--- config.mk ---
export PLATFORM = sky130hd
export DESIGN_NAME = frequency_division_scheduler_flat
export DESIGN_NICKNAME = d
export VERILOG_FILES = /design/src/rtl/frequency_division_scheduler_if.sv /design/src/rtl/frequency_division_scheduler.sv /design/src/flat_wrapper.sv
export SDC_FILE = /design/constraint.sdc
export NUM_CORES = 1
export LEC_CHECK = 0
export CAP_MARGIN = 10
export CORE_ASPECT_RATIO = 1.5
export CORE_MARGIN = 8
export CORE_UTILIZATION = 40
export DETAILED_ROUTE_END_ITERATION = 10
export GPL_TIMING_DRIVEN = 0
export RECOVER_POWER = 50
export SYNTH_ARGS = -nofsm -noshare
export SYNTH_HDL_FRONTEND = slang
export SYNTH_SLANG_ARGS = --single-unit
--- constraint.sdc ---
create_clock -name system_clock -period 8.1 [get_ports system_clock]
set_input_delay 1.62 -clock system_clock [delete_from_list [all_inputs] [get_ports system_clock]]
set_output_delay 1.62 -clock system_clock [all_outputs]
set_load 0.01 [all_outputs]
--- src/rtl/frequency_division_scheduler_if.sv ---
// frequency_division_scheduler_if: request/grant bundle between four clients and the shared divider.
// Ports (slave = scheduler side):
//   request_valid       clients -> scheduler  4             one bit per requester, held until its done pulse
//   request_divisor     clients -> scheduler  4*DIVISOR_WIDTH  divisor of requester i in [i*W +: W]
//   division_clock_flag scheduler -> clients  1             divided clock flag
//   busy                scheduler -> clients  1             burst in progress
//   active_id           scheduler -> clients  2             owner of the divider while busy
//   request_done        scheduler -> clients  4             one-cycle completion pulse per requester
//   request_error       scheduler -> clients  1             pulses with request_done when the divisor was rejected
interface frequency_division_scheduler_if #(
    parameter int DIVISOR_WIDTH = 8
);
    logic [3:0]                 request_valid;
    logic [4*DIVISOR_WIDTH-1:0] request_divisor;
    logic                       division_clock_flag;
    logic                       busy;
    logic [1:0]                 active_id;
    logic [3:0]                 request_done;
    logic                       request_error;

    modport master (
        output request_valid, request_divisor,
        input  division_clock_flag, busy, active_id, request_done, request_error
    );

    modport slave (
        input  request_valid, request_divisor,
        output division_clock_flag, busy, active_id, request_done, request_error
    );
endinterface

--- src/rtl/frequency_division_scheduler.sv ---
// frequency_division_scheduler: round-robin sharing of one odd/even clock divider among four requesters.
// Ports:
//   system_clock    single rising-edge clock
//   system_reset_n  asynchronous active-low reset
//   bus             frequency_division_scheduler_if.slave (requests in, flag/busy/done/error out)
// Each grant runs BURST_PERIODS full divided periods at the divisor latched at grant time.
module frequency_division_scheduler #(
    parameter int DIVISOR_WIDTH = 8,
    parameter int BURST_PERIODS = 4
) (
    input  logic                          system_clock,
    input  logic                          system_reset_n,
    frequency_division_scheduler_if.slave bus
);
    localparam int PW  = (BURST_PERIODS > 1) ? $clog2(BURST_PERIODS) : 1;
    localparam int DW1 = DIVISOR_WIDTH + 1;

    typedef enum logic {IDLE, RUN} state_t;

    state_t                   state;
    logic [1:0]               next_id;
    logic [1:0]               win;
    logic [DIVISOR_WIDTH-1:0] div;
    logic [DIVISOR_WIDTH-1:0] win_div;
    logic [DIVISOR_WIDTH-1:0] phase;
    logic [DIVISOR_WIDTH-1:0] phase_next;
    logic [DW1-1:0]           half;
    logic [PW-1:0]            period;
    logic                     phase_last;
    logic                     burst_last;

    // Descending scan so the requester closest to next_id is the last (winning) assignment.
    always_comb begin
        win = next_id;
        for (int i = 3; i >= 0; i--)
            if (bus.request_valid[next_id + 2'(i)]) win = next_id + 2'(i);
    end

    assign win_div    = bus.request_divisor[win*DIVISOR_WIDTH +: DIVISOR_WIDTH];
    // High time is ceil(D/2); one extra bit keeps D = 2^W-1 from overflowing.
    assign half       = ({1'b0, div} + DW1'(1)) >> 1;
    assign phase_last = phase == div - DIVISOR_WIDTH'(1);
    assign burst_last = phase_last && period == PW'(BURST_PERIODS - 1);
    assign phase_next = phase_last ? '0 : phase + DIVISOR_WIDTH'(1);

    always_ff @(posedge system_clock or negedge system_reset_n) begin
        if (!system_reset_n) begin
            state                   <= IDLE;
            next_id                 <= '0;
            div                     <= '0;
            phase                   <= '0;
            period                  <= '0;
            bus.division_clock_flag <= 1'b0;
            bus.busy                <= 1'b0;
            bus.active_id           <= '0;
            bus.request_done        <= '0;
            bus.request_error       <= 1'b0;
        end else begin
            bus.request_done  <= '0;
            bus.request_error <= 1'b0;
            if (state == IDLE) begin
                if (|bus.request_valid) begin
                    next_id <= win + 2'd1;
                    if (win_div < DIVISOR_WIDTH'(2)) begin
                        bus.request_done[win] <= 1'b1;
                        bus.request_error     <= 1'b1;
                    end else begin
                        state                   <= RUN;
                        div                     <= win_div;
                        phase                   <= '0;
                        period                  <= '0;
                        bus.active_id           <= win;
                        bus.busy                <= 1'b1;
                        bus.division_clock_flag <= 1'b1;
                    end
                end
            end else begin
                phase                   <= phase_next;
                // Flag is registered from the phase it will accompany next cycle.
                bus.division_clock_flag <= {1'b0, phase_next} < half;
                if (phase_last) period <= period + PW'(1);
                if (burst_last) begin
                    state                          <= IDLE;
                    bus.busy                       <= 1'b0;
                    bus.division_clock_flag        <= 1'b0;
                    bus.request_done[bus.active_id] <= 1'b1;
                end
            end
        end
    end
endmodule
--- src/flat_wrapper.sv ---
// flat-port wrapper written by rule: the top's interface ports become plain ports
module frequency_division_scheduler_flat 
#(
    parameter int DIVISOR_WIDTH = 8,
    parameter int BURST_PERIODS = 4
)
  (system_clock, system_reset_n, bus_request_valid, bus_request_divisor, bus_division_clock_flag, bus_busy, bus_active_id, bus_request_done, bus_request_error);
  frequency_division_scheduler_if #(.DIVISOR_WIDTH(DIVISOR_WIDTH)) bus_i ();
  input  logic system_clock;
  input  logic system_reset_n;
  input wire logic [$bits(bus_i.request_valid)-1:0] bus_request_valid;
  input wire logic [$bits(bus_i.request_divisor)-1:0] bus_request_divisor;
  output wire logic [$bits(bus_i.division_clock_flag)-1:0] bus_division_clock_flag;
  output wire logic [$bits(bus_i.busy)-1:0] bus_busy;
  output wire logic [$bits(bus_i.active_id)-1:0] bus_active_id;
  output wire logic [$bits(bus_i.request_done)-1:0] bus_request_done;
  output wire logic [$bits(bus_i.request_error)-1:0] bus_request_error;
  assign bus_i.request_valid = bus_request_valid;
  assign bus_i.request_divisor = bus_request_divisor;
  assign bus_division_clock_flag = bus_i.division_clock_flag;
  assign bus_busy = bus_i.busy;
  assign bus_active_id = bus_i.active_id;
  assign bus_request_done = bus_i.request_done;
  assign bus_request_error = bus_i.request_error;
  frequency_division_scheduler #(.DIVISOR_WIDTH(DIVISOR_WIDTH), .BURST_PERIODS(BURST_PERIODS)) u_core (.system_clock(system_clock), .system_reset_n(system_reset_n), .bus(bus_i));
endmodule
==> metrics.md, run 1 <==
| Metric | Value |
|---|---|
| Row count | 35 |
| Max VDD drop | between 0.1 and 0.15 mV |
| Status | completed |
| Initial core utilization | about two fifths |
| Sequential area share after synthesis | between 30% and 40% |
| WL per Instance | around 16 um |
| CTS resizes | 0 |
| Number of CTS-inserted buffers | 5 |
| Nets | just under 400 |
| Max Freq | 242 MHz |
| # H-tree levels | 2 |
| Total Wirelength | between 6 and 7 mm |
| Core Region | 6090 um^2 |
| R2R cell count | 17 |
| Warnings from Yosys | 0 |
| First-pass GRT wire length | about 11 mm |
| Register bit count reported by yosys | 30 |
| Vert. Die Dim | 113 um |
| Fin Setup TNS | 0 ns |
| Slew HR | roughly 28% |
| Post-route ant nets | 0 |
| Commonest non-fill, non-tap cells in the layout | clkdlybuf4s50_1 (40), dfrtp_1 (30), nand2_1 (29), nor2_1 (20), inv_1 (18) |
| Slew @ Worst Pin | 1.08 ns |
| Period minus WS final | 4.13 ns |
| Via count | 2267 |
| Max Buffers Root-to-Sink | 2 |
| Fin area | around 3200 um^2 |
| Gp weighted congestion | between 0.8 and 0.9 |
| Clock power frac | around 15% |
| # diodes | 0 |
| # hold bufs at CTS | 0 |
| Root Driver | clkbuf_8 |
| DPL Wire Length | around 5.4 mm |
| Leakage | around 1.3 nW |
| PD cells | 326 nW/um^2 |
| WHS | roughly 0.51 ns |
| Dpl cell area | 3060 um^2 |
| Layout cells sized above 1 | 9.41% |
| Syn_nets | roughly 340 |
| Max-Cap Viols | 0 |
| Starting DRT DRC Count | approximately 100 |
| Vias/cell | 5.48 |
| CP endpoint | u_core.div[6]$_DFFE_PN0P_ |
| Combinational cell fraction of total power | approximately three fifths |
| Sw Pwr | between 0.4 and 0.5 mW |
| Worst skew pair latency | just under 0.3 ns |
| Cells after synthesis | roughly 290 |
| Die W | between 80 and 90 um |
| Total GRT Usage | 15.4% |
| Sw Ratio | about 44% |
| RSZ-0062 raised after global routing | false |
| Yosys top cell by area | dfrtp_1 |
| Reg2reg start | u_core.div[0]$_DFFE_PN0P_ |
| FF-to-FF setup slack | 4.04 ns |
| Max Slew Vio Count | 0 |
| Die ar. | about 9100 um^2 |
| Worst setup path start | bus_request_valid[3] |
| Post-synth cell types | 57 |
| Total grt overflow | 0 |
| Post-CTS setup buffer count | 0 |
| Worst Path Arrival | 4.29 ns |
| Post-synth top flop | dfrtp_1 |
| Antenna violations before repair | 0 |
| Vias in the first global route | 2363 |
| I/O pins | 47 |
| Ys async rst share | 100% |
| Commonest non-fill, non-tap cell in the layout | clkdlybuf4s50_1 |
| Clock-pin transition on the worst setup and hold timing paths | around 0.070 ns |
| Clock Sinks | 30 |
| Post-synthesis average cell area | 8.71 um^2 |
| Final period util | about half |
| DRC | 0 |
| Internal power | about 0.57 mW |
| Final setup vio count | 0 |
| Yosys top cell area share | approximately 30% |
| EDFF count, synth | 0 |
| Worst path required time | between 8 and 9 ns |
| Synth area leaders | dfrtp_1 (30%), ha_1 (7.5%), xnor2_1 (6.0%) |
| Layout area overhead | 26.5% |
| Nature of the critical path endpoint | register |
| Fin. Hold Viols | 0 |
| Cell Area, Synth | about 2500 um^2 |
| Max FO, Critical Path | 10 |
| RR Endpoint | u_core.bus.division_clock_flag$_DFFE_PN0P_ |
| Final Util | about half |
| Drt first pass iters | 4 |
| CP Launch Type | primary input |
| Hold Crit Class | register to register |
| Flop pwr share | about a quarter |
| CTS tree | done |
| IO Port Bufs | 45 |
| Critical path type | primary input to register |
| Largest net degree at the start of global routing | 21 |
| Setup Skew | 0.00789 ns |
[per-stage QoR]
stage	total power [mW]	cells	setup slack, ns
detailed placement	0.880	406	3.66
CTS	1.04	414	3.97
global route	1.12	414	3.74
finish	1.03	414	3.97
floorplan	0.727	286	4.58
global placement	0.866	405	3.66
[worst min-delay path by stage]
stage | startpoint | end | slack (ns) | cells after the start
after floorplan | u_core.period[0]$_DFFE_PN0P_ | u_core.period[0]$_DFFE_PN0P_ | 0.47 | 1
after global placement | u_core.period[0]$_DFFE_PN0P_ | u_core.period[0]$_DFFE_PN0P_ | 0.49 | 1
after detailed placement | u_core.bus.active_id[0]$_DFFE_PN0P_ | u_core.bus.request_done[2]$_DFF_PN0_ | 0.50 | 1
after CTS | u_core.bus.active_id[0]$_DFFE_PN0P_ | u_core.bus.request_done[2]$_DFF_PN0_ | 0.51 | 1
after global routing | u_core.bus.active_id[0]$_DFFE_PN0P_ | u_core.bus.request_done[2]$_DFF_PN0_ | 0.54 | 1
final | u_core.bus.active_id[0]$_DFFE_PN0P_ | u_core.bus.request_done[2]$_DFF_PN0_ | 0.51 | 1
[metal layers]
metal	wire, um	global-route usage (%)
met5	0	0
met4	153	6.83
met3	245	3.20
met2	3560	27.6
met1	2600	16.5
[Yosys cell counts, types with 6 or more instances]
master	count
inv_1	18
xnor2_1	17
a21oi_1	7
dfrtp_1	30
o21ai_0	10
mux2i_1	9
nand2_1	29
xor2_1	6
nor2_1	20
clkbuf_1	6
nand3_1	15
ha_1	15
o2111ai_1	6
nor3_1	17
o211ai_1	9
[area by class of cell]
class	count	area, um^2
tap	74	92.6
inverter	20	75.1
multi-input combinational	222	1580
buffer	14	87.6
timing repair buffer	46	454
fill	603	2940
clock buffer	5	68.8
sequential	30	751
clock inverter	3	45.0
[flip-flops by register name, summed over array words and instances, names as in the netlist]
name and cells:
u_core.bus.busy 1, u_core.bus.request_error 1, u_core.bus.division_clock_flag 1, u_core.next_id 2
u_core.state 1, u_core.bus.active_id 2, u_core.div 8, u_core.phase 8
u_core.period 2, u_core.bus.request_done 4
[critical path, stage by stage]
cell	delay [ns]
clkdlybuf4s50_1	0.60
nand2_1	0.10
a2bb2oi_2	0.32
o211a_1	0.20
buf_6	0.16
inv_2	0.09
mux2i_1	0.13
a22o_1	0.30
a41oi_2	0.32
buf_2	0.31
o22ai_1	0.12
[power by group through the flow]
stage	Combinational, mW	Sequential [mW]	Clock [mW]
after global routing	0.678	0.281	0.165
after CTS	0.611	0.270	0.156
after detailed placement	0.608	0.273	0
after global placement	0.596	0.271	0
after floorplan	0.468	0.259	0
final	0.603	0.271	0.154
[cell families after synthesis]
group	Yosys count	synth area share, %
AND/OR/NAND/NOR	106	21.0
AO/OA/AOI/OAI	66	21.5
buffers and inverters	34	6.53
flip-flops	30	30.1
XOR/XNOR	24	8.74
adder cells (fa/ha/maj)	15	7.53
multiplexers	11	4.52
Note: power is estimated with default switching activity, not from simulation.
==> run 2, diff against run 1 <==
--- a/config.mk
+++ b/config.mk
@@ -11,6 +11,7 @@
 export CORE_UTILIZATION = 40
 export DETAILED_ROUTE_END_ITERATION = 10
 export GPL_TIMING_DRIVEN = 0
+export PLACE_DENSITY = 0.66
 export RECOVER_POWER = 50
 export SYNTH_ARGS = -nofsm -noshare
 export SYNTH_HDL_FRONTEND = slang
==> constraint.sdc (replaced) <==
create_clock -name system_clock -period 3.65 [get_ports system_clock]
set_input_delay 0.73 -clock system_clock [delete_from_list [all_inputs] [get_ports system_clock]]
set_output_delay 0.73 -clock system_clock [all_outputs]
set_load 0.01 [all_outputs]
==> run 2 against run 1 <==
Global-route usage rose by 0.072 points. Critical path depth rose by 2. Wire length fell by 2.0%. Clock-buffer cell count rose by 1. Via count fell by 1.0%. Register-to-register slack got worse by 3.8 ns. Clock power rose by 86%. Highest routed layer unchanged.
==> metrics.md, run 2 (same netlist as run 1, synthesis figures left out) <==
| Metric | Value |
|---|---|
| Status | completed |
| Commonest non-fill, non-tap cell in the layout | clkdlybuf4s50_1 |
| CTS tree | done |
| Max-Cap Viols | 0 (unchanged) |
| Max Buffers Root-to-Sink | 2 (unchanged) |
| Layout cells sized above 1 | 10.3% (+0.88 points) |
| Multi-input logic area | 1580 um^2 (unchanged) |
| Fin. Hold Viols | 0 (unchanged) |
| Slew @ Worst Pin | 0.857 ns (-0.227 ns) |
| Die ar. | 9060 um^2 (unchanged) |
| Max FO, Critical Path | 10 (unchanged) |
| R2R cell count | 13 (-4) |
| Commonest non-fill, non-tap cells in the layout | clkdlybuf4s50_1 (40), nand2_1 (29), dfrtp_1 (29), nor2_1 (20), inv_1 (18) |
| Total grt overflow | 0 (unchanged) |
| Layout area overhead | 26.1% |
| Leakage | 1.32 nW (+0.32%) |
| WL per Instance | 15.5 um (-2.0%) |
| # hold bufs at CTS | 0 (unchanged) |
| Antenna violations before repair | 0 (unchanged) |
| Worst path max stage delay | 0.50 ns (-0.10 ns) |
| Root Driver | clkbuf_8 |
| Total Wirelength | 6.44 mm (-2.0%) |
| Max Freq | about 300 MHz |
| Gp weighted congestion | 0.822 (-0.33%) |
| Via count | 2244 (-1.0%) |
| Row count | 35 (unchanged) |
| RSZ-0062 raised after global routing | false |
| FF/Latch Area | 752 um^2 (+0.17%) |
| Critical path cell sequence | inv_1, ha_1, xor2_1, o211ai_1, nor3_1, o211ai_1, nor2_2, clkbuf_4, nor2_1, ha_1, nand4_1, or4_1, a221o_1 |
| Vert. Die Dim | 113 um (unchanged) |
| Fillers | 571 (-5.3%) |
| Slew HR | 42.9% (+15 points) |
| Crit-path slowest cell | or4_1 |
| Hold Path Cell Cnt | 1 (unchanged) |
| # diodes | 0 (unchanged) |
| Worst path required time | 3.83 ns (-4.43 ns) |
| Final setup vio count | 0 (unchanged) |
| Post-route ant nets | 0 (unchanged) |
| FF-to-FF setup slack | 0.26 ns (-3.78 ns) |
| Top Registers | u_core.div x8, u_core.phase x8, u_core.bus.request_done x4 |
| Setup Skew | 0.00561 ns (-0.00227 ns) |
| Pwr Total | 2.23 mW (+120%) |
| Total GRT Usage | 15.5% (+0.072 points) |
| Starting DRT DRC Count | 117 (+13%) |
| Largest net degree at the start of global routing | 17 (-19%) |
| DPL Wire Length | 5.27 mm (-1.9%) |
| Clock Sinks | 30 (unchanged) |
| Drt first pass iters | 4 (unchanged) |
| Core Region | 6090 um^2 (unchanged) |
| Number of CTS-inserted buffers | 5 (unchanged) |
| Die W | 80.4 um (unchanged) |
| DRC | 0 (unchanged) |
| Worst skew pair latency | 0.29 ns (about the same) |
| Max Slew Vio Count | 0 (unchanged) |
| Final period util | between 90% and 100% |
| Nets | 392 (unchanged) |
| Max VDD drop | 0.282 mV (+130%) |
| Clock-pin transition on the worst setup and hold timing paths | 0.07 ns (about the same) |
| I/O pins | 47 (unchanged) |
| Hold Crit Class | register to register |
| First-pass GRT wire length | 11.3 mm (+0.99%) |
| Nature of the critical path endpoint | register |
| Vias in the first global route | 2395 (+1.4%) |
| PD cells | 709 nW/um^2 (+120%) |
| Vias/cell | 5.42 (-1.0%) |
| CP Launch Type | register |
| Final Util | 51.6% (-0.16 points) |
| Period minus WS final | 3.39 ns |
| # H-tree levels | 2 (unchanged) |
| IO Port Bufs | 45 (unchanged) |
| Critical path type | register to register |
| Worst Path Arrival | 3.57 ns (-0.72 ns) |
| Initial core utilization | 40.9% (unchanged) |
==> run 2: cell types whose count changed in the layout (fill, tap and decap cells not counted) <==
cell,previous run,this run
clkbuf_1,7,5
buf_4,1,2
bufinv_16,1,0
clkbuf_4,0,1
clkbuf_8,5,6
clkinv_2,0,1
clkinvlp_4,2,1
dfrtp_1,30,29
dfrtp_2,0,1
==> run 2: report_power, final <==
part / internal [mW] / switching, mW
Combinational: 0.620 / 0.709
Sequential: 0.449 / 0.163
Clock: 0.151 / 0.135
Total: 1.22 / 1.01
==> run 2: path summary, 6_finish.rpt <==
check,end,start
min in group asynchronous,u_core.bus.request_error$_DFF_PN0_,system_reset_n
hold / removal,u_core.bus.request_done[2]$_DFF_PN0_,u_core.bus.active_id[0]$_DFFE_PN0P_
hold reg to reg,u_core.bus.request_done[2]$_DFF_PN0_,u_core.bus.active_id[0]$_DFFE_PN0P_
setup reg to reg,u_core.bus.division_clock_flag$_DFFE_PN0P_,u_core.div[1]$_DFFE_PN0P_
setup / recovery,u_core.bus.division_clock_flag$_DFFE_PN0P_,u_core.div[1]$_DFFE_PN0P_
max in group asynchronous,u_core.phase[7]$_DFFE_PN0P_,system_reset_n
==> run 2: metal layers <==
layer / share of wire, % / GRT usage (%) / up-vias
met5: 0 / 0 / -
met3: 4.0 / 3.28 / 8
met1: 38 / 15.6 / 1059
li1: - / - / 1129
met4: 1.6 / 6.71 / 0
met2: 57 / 28.9 / 48
==> run 2: layout make-up <==
type / count / share of cell area, %
inverters: 20 / 2.39
flip-flops and latches: 30 / 23.9
well taps: 74 / 2.95
clock inverters: 2 / 0.398
repair buffers: 47 / 14.7
multi-input cells: 222 / 50.2
clock buffers: 6 / 2.63
plain buffers: 13 / 2.79
==> run 2: what timing repair did <==
action,in CTS,in global routing
resized for setup,1,3
setup endpoints to repair,1,1
buffers inserted,1,0
pin swaps,1,0
==> run 2: critical path: cells and delay by family (launching register included) <==
family          cells  cell delay, ns
compound gates      3            0.65
fa+ha+maj           2            0.62
flops               1            0.45
xor+xnor            1            0.16
simple gates        5            1.05
buf+inv             2            0.33
==> run 2: per-stage QoR <==
step                setup TNS (ns)  hold WS, ns  area (um^2)  instances  worst slack (ns)
floorplan                        0        0.434         2490        286             0.297
global placement            -0.240        0.495         3030        405            -0.240
detailed placement          -0.315        0.498         3060        406            -0.315
CTS                              0        0.510         3160        414             0.167
global route                     0        0.534         3140        414            0.0156
finish                           0        0.510         3140        414             0.261
==> run 3, diff against run 2 <==
--- a/config.mk
+++ b/config.mk
@@ -12,7 +12,7 @@
 export DETAILED_ROUTE_END_ITERATION = 10
 export GPL_TIMING_DRIVEN = 0
 export PLACE_DENSITY = 0.66
-export RECOVER_POWER = 50
+export RECOVER_POWER = 25
 export SYNTH_ARGS = -nofsm -noshare
 export SYNTH_HDL_FRONTEND = slang
 export SYNTH_SLANG_ARGS = --single-unit
==> run 3 against run 2 <==
Sequential power about the same. Clock skew about the same. Total power unchanged. Wire length about the same. Sequential share of layout area unchanged. Clock-buffer cell count unchanged. Cell area unchanged. Via count unchanged. Critical endpoint unchanged. Largest cell class unchanged. Largest power group unchanged. Highest routed layer unchanged.
==> metrics.md, run 3 (same netlist as run 1, synthesis figures left out) <==
| Metric | Value |
|---|---|
| Clock Sinks | 30 (unchanged) |
| Total GRT Usage | 15.5% (unchanged) |
| # hold bufs at CTS | 0 (unchanged) |
| WHS | 0.510 ns (unchanged) |
| Row count | 35 (unchanged) |
| Die W | 80.4 um (unchanged) |
| Hold path start | u_core.bus.active_id[0]$_DFFE_PN0P_ |
| FF-to-FF setup slack | 0.26 ns (about the same) |
| Commonest non-fill, non-tap cells in the layout | clkdlybuf4s50_1 (44), nand2_1 (29), dfrtp_1 (29), nor2_1 (20), inv_1 (18) |
| RR Endpoint | u_core.bus.division_clock_flag$_DFFE_PN0P_ |
| Number of CTS-inserted buffers | 5 (unchanged) |
| Nets | 392 (unchanged) |
| Vias in the first global route | 2395 (unchanged) |
| Clock-pin transition on the worst setup and hold timing paths | 0.07 ns (about the same) |
| CTS tree | done |
| Final period util | 92.9% (unchanged) |
| Nature of the critical path endpoint | register |
| WL per Instance | 15.5 um (about the same) |
| Layout area overhead | 26.1% (unchanged) |
| Worst Path Arrival | 3.57 ns (about the same) |
| Critical path type | register to register |
| Total grt overflow | 0 (unchanged) |
| Max Freq | 295 MHz (unchanged) |
| Hold Path Cell Cnt | 1 (unchanged) |
| Die ar. | 9060 um^2 (unchanged) |
| Max-Cap Viols | 0 (unchanged) |
| # H-tree levels | 2 (unchanged) |
| Max FO, Critical Path | 10 (unchanged) |
| Vert. Die Dim | 113 um (unchanged) |
| DPL Wire Length | 5.27 mm (unchanged) |
| First-pass GRT wire length | 11.3 mm (unchanged) |
| DRC | 0 (unchanged) |
| Largest net degree at the start of global routing | 17 (unchanged) |
| Core Region | 6090 um^2 (unchanged) |
| Root Driver | clkbuf_8 |
| # diodes | 0 (unchanged) |
| Drt first pass iters | 4 (unchanged) |
| I/O pins | 47 (unchanged) |
| Worst path max stage delay | 0.50 ns (about the same) |
| Hold Crit Class | register to register |
| IO Port Bufs | 45 (unchanged) |
| Crit-path slowest cell | or4_1 |
| Period minus WS final | 3.39 ns (unchanged) |
| Worst Path Buf+Inv | 2 (unchanged) |
| Status | completed |
| Fin. Hold Viols | 0 (unchanged) |
| Max Slew Vio Count | 0 (unchanged) |
| Worst path required time | 3.83 ns (about the same) |
| Delay-heaviest family, CP | simple AND/OR/NAND/NOR gates |
| Starting DRT DRC Count | 116 (-0.85%) |
| Critical path cell sequence | inv_1, ha_1, xor2_1, o211ai_1, nor3_1, o211ai_1, nor2_2, clkbuf_4, nor2_1, ha_1, nand4_1, or4_1, a221o_1 |
| Final setup vio count | 0 (unchanged) |
| PD cells | 709 nW/um^2 (unchanged) |
| Fin Setup TNS | 0 ns (unchanged) |
| Via count | 2244 (unchanged) |
| Gp weighted congestion | 0.822 (unchanged) |
| Slew @ Worst Pin | 0.857 ns (+0.000302 ns) |
| RSZ-0062 raised after global routing | false |
| Antenna violations before repair | 0 (unchanged) |
| Post-route ant nets | 0 (unchanged) |
| Max VDD drop | 0.282 mV (about the same) |
| Pwr Total | 2.23 mW (unchanged) |
| CP Launch Type | register |
| Endpoint, Worst Hold | u_core.bus.request_done[2]$_DFF_PN0_ |
| Worst setup path start | u_core.div[1]$_DFFE_PN0P_ |
| Worst skew pair latency | 0.29 ns (about the same) |
| Reg2reg start | u_core.div[1]$_DFFE_PN0P_ |
| R2R cell count | 13 (unchanged) |
| Top Registers | u_core.div x8, u_core.phase x8, u_core.bus.request_done x4 |
| Setup Skew | 0.00561 ns (+0.0000000300 ns) |
| Layout cells sized above 1 | 10.3% (unchanged) |
| Vias/cell | 5.42 (unchanged) |
| Leakage | 1.30 nW (-1.1%) |
| Initial core utilization | 40.9% (unchanged) |
| Slew HR | 42.9% (about the same) |
| Total Wirelength | 6.44 mm (about the same) |
| Commonest non-fill, non-tap cell in the layout | clkdlybuf4s50_1 |
| Max Buffers Root-to-Sink | 2 (unchanged) |
-- run 3: cell count changes in the layout (fill, tap and decap cells not counted) --
cell / change
dlygate4sd3_1: -4
clkdlybuf4s50_1: +4
-- run 3: metal layers --
layer / GRT usage, % / wire [um] / share of wire (%) / vias to the layer above
li1: - / - / - / 1129
met1: 15.6 / 2430 / 38 / 1059
met2: 28.9 / 3640 / 57 / 48
met3: 3.28 / 259 / 4.0 / 8
met4: 6.71 / 106 / 1.6 / 0
met5: 0 / 0 / 0 / -
-- run 3: final cells by class --
cell class | count | area, um^2
inverters | 20 | 75.1
plain buffers | 13 | 87.6
clock inverters | 2 | 12.5
flip-flops and latches | 30 | 752
multi-input cells | 222 | 1580
repair buffers | 47 | 462
clock buffers | 6 | 82.6
well taps | 74 | 92.6
fillers | 571 | 2950
-- run 3: power by group --
| group | leakage [nW] | switching [mW] | total, mW | internal [mW] |
|---|---|---|---|---|
| clock network | 0.0472 | 0.135 | 0.286 | 0.151 |
| logic | 0.881 | 0.709 | 1.33 | 0.620 |
| registers | 0.374 | 0.163 | 0.612 | 0.449 |
-- run 3: how the worst max path moves through the flow --
stage,endpoint,depth (start not counted)
3_3_place_gp,u_core.bus.division_clock_flag$_DFFE_PN0P_,17
6_report,u_core.bus.division_clock_flag$_DFFE_PN0P_,13
3_5_place_dp,u_core.bus.division_clock_flag$_DFFE_PN0P_,14
2_1_floorplan,u_core.bus.division_clock_flag$_DFFE_PN0P_,14
5_1_grt,u_core.bus.division_clock_flag$_DFFE_PN0P_,16
4_1_cts,u_core.bus.division_clock_flag$_DFFE_PN0P_,16
-- run 3: repair_timing --
| action | CTS | global route |
|---|---|---|
| endpoints found under the setup margin | 1 | 1 |
| buffers inserted | 1 | 0 |
| gates resized for setup | 1 | 3 |
| pin swaps | 1 | 0 |
-- run 3: per-stage QoR --
step	cells	setup slack, ns	util, %	cell area [um^2]
2_1_floorplan	286	0.297	-	2490
3_3_place_gp	405	-0.240	49.8	3030
3_5_place_dp	406	-0.315	50.3	3060
4_1_cts	414	0.167	51.9	3160
5_1_grt	414	0.0156	51.6	3140
6_report	414	0.261	51.6	3140
==> RTL edit, RTL diff (flow settings as in run 2) <==
`BURST_PERIODS` is set to 4 in 2 places; all go to 8.
--- a/src/rtl/frequency_division_scheduler.sv
+++ b/src/rtl/frequency_division_scheduler.sv
@@ -8,3 +8,3 @@
     parameter int DIVISOR_WIDTH = 8,
-    parameter int BURST_PERIODS = 4
+    parameter int BURST_PERIODS = 8
 ) (
--- a/src/flat_wrapper.sv
+++ b/src/flat_wrapper.sv
@@ -4,3 +4,3 @@
     parameter int DIVISOR_WIDTH = 8,
-    parameter int BURST_PERIODS = 4
+    parameter int BURST_PERIODS = 8
 )
Check against the original RTL: not equivalent (a bounded check fails within 10 cycles, from zero or initial values and one cycle with system_reset_n low).
==> RTL edit against run 2 <==
  * The run now ends with capacitance limit, slew limit left
  * Sequential cell count is 1 higher
  * Highest routed layer unchanged
  * Via count is 2.1% higher
  * Routed wire length is 1.8% lower
  * Power is 26% lower
  * Largest cell class unchanged
  * Cell area is 3.7% higher
  * Area after synthesis is 2.7% higher
  * Non-clock buffer count is 4 higher
  * Largest power group unchanged
  * Synthesized cell count is 1.7% higher
  * Worst setup slack worse by 66 ps
==> RTL edit: results <==
metrics = {
    "yosys": {
        "ys_types": 60,
        "synth_area_leaders": "dfrtp_1 (30%), ha_1 (7.8%), xnor2_1 (4.8%)",
        "synth_xor_area_frac": 0.0651,
        "ys_top_cells_by_count": "dfrtp_1 (31), nand2_1 (30), nor2_1 (24)",
        "ys_seq_area_frac": 0.303,
        "synth-adder-area-share": 0.0783,
        "synth.avg_cell_area_um2": 8.79,
        "synth_nets": 345,
        "synthMuxAreaShare": 0.0479,
    },
    "sta": {
        "drv_slew": 32,
        "period_minus_slack_ps": 3460,
        "max_slew_margin": -0.122,
        "fin_worst_skew_ps": 3.82,
    },
    "worst_setup_path": {
        "rr_worst_depth": 14,
        "crit_family": "compound AO/OA/AOI/OAI gates",
        "rrSetupSlack_ps": 190,
        "startpoint": "u_core.div[0]",
    },
    "power_and_ir_drop": {
        "power_frac_comb": 0.482,
        "p_seq_mw": 0.499,
        "seqPwrFrac": 0.303,
        "ir_worst_vdd_uv": 181,
    },
    "layout": {
        "nMultiInputCombCells": 224,
        "layout.nonclk_buf_frac": 0.174,
        "signal_buffers": 64,
        "finish.cell_count_without_fillers": 418,
        "fin_nets": 397,
        "drive_gt1_frac": 0.108,
        "final-clk-cell-share": 0.0361,
        "multi_input_comb_area_um2": 1640,
    },
    "global_routing": {
        "grt_pass1_wl_mm": 11.1,
        "grt_pass1_vias": 2482,
    },
    "place": {
        "dp_slack_ps": 32.5,
        "finalWeightedCongestion": 0.810,
        "place_inst": 410,
        "dp_hpwl_mm": 5.11,
    },
    "clock_network": {
        "post_cts_buffers": 0,
        "cts_sinks": 31,
    },
    "run_status": {
        "run_status": "finished, violations left",
        "violations": "capacitance limit, slew limit",
    },
    "routing": {
        "wirelength_mm": 6.32,
        "first_iter_violations": 43,
        "vias_per_cell": 5.48,
    },
    "job": {
        "max_cap_violations": 1,
    },
    "worst_hold_path": {
        "hold_end": "u_core.bus.busy",
        "min_from": "u_core.bus.busy",
        "hold_depth": 2,
    },
}
## RTL edit: cell families after synthesis
group | count (synthesis)
AO/OA/AOI/OAI | 59
XOR/XNOR | 19
adder cells (fa/ha/maj) | 16
buffers and inverters | 36
flip-flops | 31
multiplexers | 12
AND/OR/NAND/NOR | 118
## RTL edit: through the flow
step | cell area [um^2] | hold slack [ps] | utilization
after floorplan | 2560 | 434 | -
after global placement | 3100 | 472 | 0.502
after detailed placement | 3100 | 476 | 0.501
after CTS | 3220 | 493 | 0.521
after global routing | 3260 | 510 | 0.527
final | 3260 | 484 | 0.527
## RTL edit: layer usage
layer,GRT usage,vias to the layer above,routed length [um],part of all wire
li1,-,1153,-,-
met1,0.147,1065,2450,0.39
met2,0.272,58,3420,0.54
met3,0.0362,15,248,0.039
met4,0.0707,0,202,0.032
met5,0,-,0,0
## RTL edit: repair_timing
action                     4_1_cts  5_1_grt
setup endpoints to repair        1        1
pin swaps                        0        3
cloned                           0        0
hold buffers                     0        0
resized for setup                1       16
